**src/rtl/stack_op_sequencer_if.sv**
```systemverilog
// Decode-side request/trap signals and operand-stack pop/push signals of the parametric-op sequencer.
// master = sequencer side, slave = decode/operand-stack side.
interface stack_op_sequencer_if #(
    parameter int WIDTH = 64
);
    logic             start;
    logic [7:0]       op;
    logic             busy;
    logic             done;
    logic [3:0]       trap;
    logic             stack_empty;
    logic [WIDTH-1:0] stack_top;
    logic             stack_pop;
    logic             stack_push;
    logic [WIDTH-1:0] stack_push_data;

    modport master (
        input  start, op, stack_empty, stack_top,
        output busy, done, trap, stack_pop, stack_push, stack_push_data
    );

    modport slave (
        output start, op, stack_empty, stack_top,
        input  busy, done, trap, stack_pop, stack_push, stack_push_data
    );
endinterface

```
**src/rtl/stack_op_sequencer.sv**
```systemverilog
// Sequences WebAssembly drop/select against the operand stack: pops, condition test, result push.
// Latency: select done 4 cycles after start, drop done 2 cycles after start.
// Backpressure: start is only sampled in IDLE; requests while busy or trapped are dropped.
module stack_op_sequencer #(
    parameter int         WIDTH          = 64,
    parameter logic [3:0] TRAP_UNDERFLOW = 4'd1,
    parameter logic [3:0] TRAP_ILLEGAL   = 4'd2
) (
    input  logic                 clk,
    input  logic                 reset,
    stack_op_sequencer_if.master bus
);
    localparam logic [7:0] OP_DROP   = 8'h1A;
    localparam logic [7:0] OP_SELECT = 8'h1B;

    typedef enum logic [2:0] {
        IDLE,
        POP_COND,
        POP_V2,
        POP_V1,
        PUSH,
        FINISH,
        TRAP
    } state_t;

    state_t           state;
    state_t           state_nxt;
    logic [3:0]       trap_code;
    logic [3:0]       trap_nxt;
    logic             drop_flag;
    logic [WIDTH-1:0] cond;
    logic [WIDTH-1:0] v2;
    logic [WIDTH-1:0] v1;
    logic             have_entry;

    assign have_entry = !bus.stack_empty;

    always_ff @(posedge clk) begin
        if (reset) begin
            state     <= IDLE;
            trap_code <= 4'd0;
        end else begin
            state     <= state_nxt;
            trap_code <= trap_nxt;
        end
    end

    always_comb begin
        state_nxt = state;
        trap_nxt  = trap_code;
        case (state)
            IDLE: begin
                if (bus.start) begin
                    if (bus.op == OP_SELECT) begin
                        state_nxt = POP_COND;
                    end else if (bus.op == OP_DROP) begin
                        state_nxt = POP_V1;
                    end else begin
                        state_nxt = TRAP;
                        trap_nxt  = TRAP_ILLEGAL;
                    end
                end
            end
            POP_COND, POP_V2, POP_V1: begin
                if (!have_entry) begin
                    state_nxt = TRAP;
                    trap_nxt  = TRAP_UNDERFLOW;
                end else if (state == POP_COND) begin
                    state_nxt = POP_V2;
                end else if (state == POP_V2) begin
                    state_nxt = POP_V1;
                end else begin
                    state_nxt = drop_flag ? FINISH : PUSH;
                end
            end
            PUSH, FINISH: state_nxt = IDLE;
            TRAP:         state_nxt = TRAP;
            default:      state_nxt = IDLE;
        endcase
    end

    // Operand capture: each pop state latches the entry it removes.
    always_ff @(posedge clk) begin
        if (reset) begin
            drop_flag <= 1'b0;
            cond      <= '0;
            v2        <= '0;
            v1        <= '0;
        end else begin
            if (state == IDLE && bus.start) begin
                drop_flag <= (bus.op == OP_DROP);
            end
            if (have_entry) begin
                if (state == POP_COND) cond <= bus.stack_top;
                if (state == POP_V2)   v2   <= bus.stack_top;
                if (state == POP_V1)   v1   <= bus.stack_top;
            end
        end
    end

    always_comb begin
        bus.busy            = (state != IDLE) && (state != TRAP);
        bus.done            = (state == PUSH) || (state == FINISH);
        bus.trap            = trap_code;
        bus.stack_pop       = 1'b0;
        bus.stack_push      = 1'b0;
        bus.stack_push_data = '0;
        case (state)
            POP_COND, POP_V2, POP_V1: bus.stack_pop = have_entry;
            PUSH: begin
                bus.stack_push      = 1'b1;
                // Only the i32 condition word matters; upper bits are ignored.
                bus.stack_push_data = (cond[31:0] != 32'd0) ? v1 : v2;
            end
            default: ;
        endcase
    end
endmodule

```
**src/flat_wrapper.sv**
```systemverilog
// flat-port wrapper written by rule: the top's interface ports become plain ports
module stack_op_sequencer_flat 
#(
    parameter int         WIDTH          = 64,
    parameter logic [3:0] TRAP_UNDERFLOW = 4'd1,
    parameter logic [3:0] TRAP_ILLEGAL   = 4'd2
)
  (clk, reset, bus_start, bus_op, bus_stack_empty, bus_stack_top, bus_busy, bus_done, bus_trap, bus_stack_pop, bus_stack_push, bus_stack_push_data);
  stack_op_sequencer_if #(.WIDTH(WIDTH)) bus_i ();
  input  logic clk;
  input  logic reset;
  input wire logic [$bits(bus_i.start)-1:0] bus_start;
  input wire logic [$bits(bus_i.op)-1:0] bus_op;
  input wire logic [$bits(bus_i.stack_empty)-1:0] bus_stack_empty;
  input wire logic [$bits(bus_i.stack_top)-1:0] bus_stack_top;
  output wire logic [$bits(bus_i.busy)-1:0] bus_busy;
  output wire logic [$bits(bus_i.done)-1:0] bus_done;
  output wire logic [$bits(bus_i.trap)-1:0] bus_trap;
  output wire logic [$bits(bus_i.stack_pop)-1:0] bus_stack_pop;
  output wire logic [$bits(bus_i.stack_push)-1:0] bus_stack_push;
  output wire logic [$bits(bus_i.stack_push_data)-1:0] bus_stack_push_data;
  assign bus_i.start = bus_start;
  assign bus_i.op = bus_op;
  assign bus_i.stack_empty = bus_stack_empty;
  assign bus_i.stack_top = bus_stack_top;
  assign bus_busy = bus_i.busy;
  assign bus_done = bus_i.done;
  assign bus_trap = bus_i.trap;
  assign bus_stack_pop = bus_i.stack_pop;
  assign bus_stack_push = bus_i.stack_push;
  assign bus_stack_push_data = bus_i.stack_push_data;
  stack_op_sequencer #(.WIDTH(WIDTH), .TRAP_UNDERFLOW(TRAP_UNDERFLOW), .TRAP_ILLEGAL(TRAP_ILLEGAL)) u_core (.clk(clk), .reset(reset), .bus(bus_i));
endmodule
```
**config.mk**
```make
export PLATFORM = sky130hd
export DESIGN_NAME = stack_op_sequencer_flat
export DESIGN_NICKNAME = d
export VERILOG_FILES = /design/src/rtl/stack_op_sequencer_if.sv /design/src/rtl/stack_op_sequencer.sv /design/src/flat_wrapper.sv
export SDC_FILE = /design/constraint.sdc
export NUM_CORES = 1
export LEC_CHECK = 0
export ABC_AREA = 1
export ABC_CLOCK_PERIOD_IN_PS = 4300
export CAP_MARGIN = 25
export CORE_MARGIN = 2
export CORE_UTILIZATION = 40
export DETAILED_ROUTE_END_ITERATION = 16
export HOLD_SLACK_MARGIN = 0.05
export PLACE_DENSITY = 0.74
export SLEW_MARGIN = 25
export SYNTH_ARGS = -nofsm -noshare
export SYNTH_HDL_FRONTEND = slang
export SYNTH_SLANG_ARGS = --single-unit
```
**constraint.sdc**
```tcl
create_clock -name clk -period 4.3 [get_ports clk]
set_input_delay 0.645 -clock clk [delete_from_list [all_inputs] [get_ports clk]]
set_output_delay 0.645 -clock clk [all_outputs]
set_load 0.05 [all_outputs]
```
==> summary by stage <==
Setup path
The critical path ends at bus_stack_push_data[14]. The longest individual stage delay on the worst path is 0.44 ns. The sort of element at the start of the critical path is a flip-flop.

STA classifies the critical path endpoint as an output port. Traced cell by cell, the critical path runs through inv_2 -> nand2_1 -> nor2_4 -> buf_4 -> o21ai_0 -> nor2_1 -> buf_12. The path depth of the worst reg2reg path is 7.

The endpoint identified for the worst register-to-register timing path is u_core.state[2]. The worst-case register-to-register setup slack is 1.96 ns. In this run the number of cells on the critical path is 7. The endpoint arrival time on the critical path is 2.45 ns. Data on the critical path is required at its endpoint by 3.65 ns. The cell type group with the largest total delay on the critical path is simple AND/OR/NAND/NOR gates. Of all nets on the critical path, the largest fanout is 38. The critical path in this run is classified as flip-flop to output port. The startpoint identified for the worst register-to-register timing path is u_core.state[2]. The critical path contains buffers and inverters numbering 3 combined. The slowest stage of the critical path is the sky130_fd_sc_hd__buf_4 cell. The startpoint of the most critical setup path is u_core.state[1].

Global routing
The via count of the first global-routing pass came to 6239. Entering global routing, the biggest net connects 104 pins. The initial antenna violation count is 0. The leftover overflow at the end of global routing is 0. The first-pass GRT wire length is 30900 um. Global routing used 21.0% of the available tracks.

Pwr
Dividing total power by cell area gives a power density of 666 nW/um^2. The analysis attributes to cell leakage a power of 3.44 nW. The maximum VDD drop is 0.000504 V.

CTS
The maximum buffer depth of the clock tree is 2. TritonCTS built the clock tree. For this design, the sink count on the clock tree is 166.

The number of buffers inserted by post-CTS setup repair is 0. Clock latency on the worst-skew pair, taken at its later pin, is 0.43 ns. In this run, post-CTS hold repair placed 0 buffers. Clock-pin slew was measured on the worst setup and hold paths at 0.06 ns. The total clock buffers created by CTS is 17.

In this run, post-CTS repair resized a total of 0 instances. The number of levels the H-tree was split into is 4. The cell chosen for the clock root is sky130_fd_sc_hd__clkbuf_16.

Layout
The ratio of cells with drive above 1 in the final layout is 10.5%. 0 antenna diodes ended up in the layout. The most common cell after layout, fill and taps aside is sky130_fd_sc_hd__nor2_1.

The final cell count without fillers is 1352. For this run, the post-layout net count is 1190. Relative to the synthesized area, the layout overhead comes to 31.4%.

The final standard cell area without fillers is 9200 sq um. Leaving out fill and tap cells, the most frequent cells in the layout are sky130_fd_sc_hd__nor2_1 (414), sky130_fd_sc_hd__dfxtp_1 (166), sky130_fd_sc_hd__o21ai_1 (155).

Placement
Detailed placement finished with a half-perimeter wire length of 11400 um. The total cell area at the placement stage is 8590 sq um. The port buffer count is 145. The congestion estimate from routability-driven global placement came to 0.813.

The placed instance count is 1320. The post-place setup slack is 1.50 ns.

Drt
The total length of routed wires is 19100 um. The routed layout has 6758 vias. The number of nets with antenna violations after detailed routing is 0. In the routed layout, each cell is associated on average with a via count of 5.00. The iteration count of the initial detailed-routing pass is 4. After detailed routing, the number of remaining DRC violations is 0.

The per-cell routed wire length is 14.1 um. The DRC violation total after the first TritonRoute iteration is 625.

Synthesis
A synthesized cell averages 6.89 sq um. Synthesis instantiated 22 different standard cells from the library. The total number of yosys warnings is 0. The cell area after technology mapping is 7000 sq um.

Sequential cells were found to cover 47.5% of the synthesized design area. The post-synthesis register bit count is 166. After technology mapping, the gate count stands at 1016.

STA
Setup repair after global routing left no endpoint under its margin. In the finished design, the share of the clock period the worst path needs comes to 72.0%. The number of hold violations in the final report is 0. Clock skew on the completed layout was measured at 0.00940 ns. After layout, the worst setup slack is 1.21 ns. The clock period could shrink to 3.09 ns.

The count of final max-slew check failures came to 0. In this run the tightest slew margin relative to its limit is 38.8%. The summed negative setup slack over all endpoints is 0 ns.

Setup violations remaining at the end of the flow were counted as 0. The transition at the pin with the smallest max-transition slack is 0.919 ns. The maximum clock rate is 0.323 GHz.

Floorplan
The number of primary I/O pins is 148. The overall die height is 136 um. The starting density of the core is 40.7%.

The die covers 18600 sq um. In this run the horizontal extent of the chip is 136 um. After floorplanning, the core was divided into 48 placement rows. The core region is 17200 sq um.

Status
The run finished with clean final reports.

Job
Max-cap violations in this run came to 0.

Min path
The class of the tightest hold or removal check is flip-flop to flip-flop.
==> worst min-delay path by stage <==
| stage | to | startpoint | cells after the start |
|---|---|---|---|
| global placement | u_core.v1[14] | u_core.v1[14] | 2 |
| finish | u_core.bus.trap[1] | u_core.bus.trap[1] | 2 |
| global route | u_core.v1[10] | u_core.v1[10] | 2 |
| detailed placement | u_core.bus.trap[1] | u_core.bus.trap[1] | 2 |
| floorplan | u_core.drop_flag | u_core.drop_flag | 2 |
| CTS | u_core.drop_flag | u_core.drop_flag | 2 |
==> cell families after synthesis <==
logic type,Yosys count,synth area share (%)
AND/OR/NAND/NOR,522,29.7
AO/OA/AOI/OAI,232,16.7
flip-flops,166,47.5
buffers and inverters,95,6.11
other,1,0.0536
==> per-stage QoR <==
stage | utilization (%) | hold slack, ns | power [mW]
floorplan | - | 0.438 | 3.71
global placement | 50.0 | 0.456 | 4.56
detailed placement | 50.0 | 0.459 | 4.58
CTS | 53.5 | 0.471 | 6.16
global route | 53.5 | 0.497 | 6.47
finish | 53.5 | 0.468 | 6.12
==> synth_stat cells <==
library cell / n / area, sq um
sky130_fd_sc_hd__o21ai_0: 71 / 355
sky130_fd_sc_hd__nor3_2: 1 / 10.0
sky130_fd_sc_hd__nand3_1: 8 / 40.0
sky130_fd_sc_hd__o2111ai_1: 1 / 8.76
sky130_fd_sc_hd__nand2_1: 26 / 97.6
sky130_fd_sc_hd__o21ai_1: 155 / 776
sky130_fd_sc_hd__inv_1: 10 / 37.5
sky130_fd_sc_hd__buf_4: 4 / 30.0
sky130_fd_sc_hd__clkbuf_1: 22 / 82.6
sky130_fd_sc_hd__buf_1: 9 / 33.8
sky130_fd_sc_hd__and2_1: 1 / 6.26
sky130_fd_sc_hd__nor3_1: 67 / 335
sky130_fd_sc_hd__nor2_1: 415 / 1560
sky130_fd_sc_hd__a21oi_1: 4 / 20.0
sky130_fd_sc_hd__conb_1: 1 / 3.75
sky130_fd_sc_hd__nor2_2: 1 / 6.26
sky130_fd_sc_hd__inv_2: 5 / 18.8
sky130_fd_sc_hd__nor2_4: 1 / 11.3
sky130_fd_sc_hd__o21a_1: 1 / 7.51
sky130_fd_sc_hd__dfxtp_1: 166 / 3320
sky130_fd_sc_hd__buf_2: 45 / 225
sky130_fd_sc_hd__nand4_1: 2 / 12.5
==> power breakdown <==
group          total, mW  internal (mW)  switching (mW)
logic               2.75          0.898            1.85
clock network       1.58          0.984           0.591
registers           1.80           1.71          0.0886
total               6.12           3.59            2.53
==> sequential cells by signal, summed over array words and instances (netlist names) <==
register	flops
u_core.v2	64
u_core.cond	32
u_core.v1	64
u_core.drop_flag	1
u_core.state	3
u_core.bus.trap	2
==> worst min-delay path: cells and delay by family (launching register included) <==
kind             cells  cell delay, ns
AND/OR/NAND/NOR      1            0.06
AO/OA/AOI/OAI        1            0.05
flip-flops           1            0.31
==> layout make-up <==
cell class / count / area, sq um
Clock buffer: 23 / 458
Inverter: 15 / 58.8
Clock inverter: 9 / 150
Multi-Input combinational cell: 756 / 3270
Tap cell: 225 / 282
Fill cell: 1662 / 7980
Sequential cell: 166 / 3320
Timing Repair Buffer: 158 / 1650
==> metal layers <==
| layer | vias up | track usage, % | routed length (um) |
|---|---|---|---|
| met5 | - | 0 | 0 |
| met4 | 0 | 7.18 | 289 |
| met3 | 24 | 5.48 | 1160 |
| met2 | 182 | 34.0 | 8820 |
| met1 | 3054 | 27.0 | 8840 |
| li1 | 3498 | - | - |
Power figures use the tool's default switching activity.
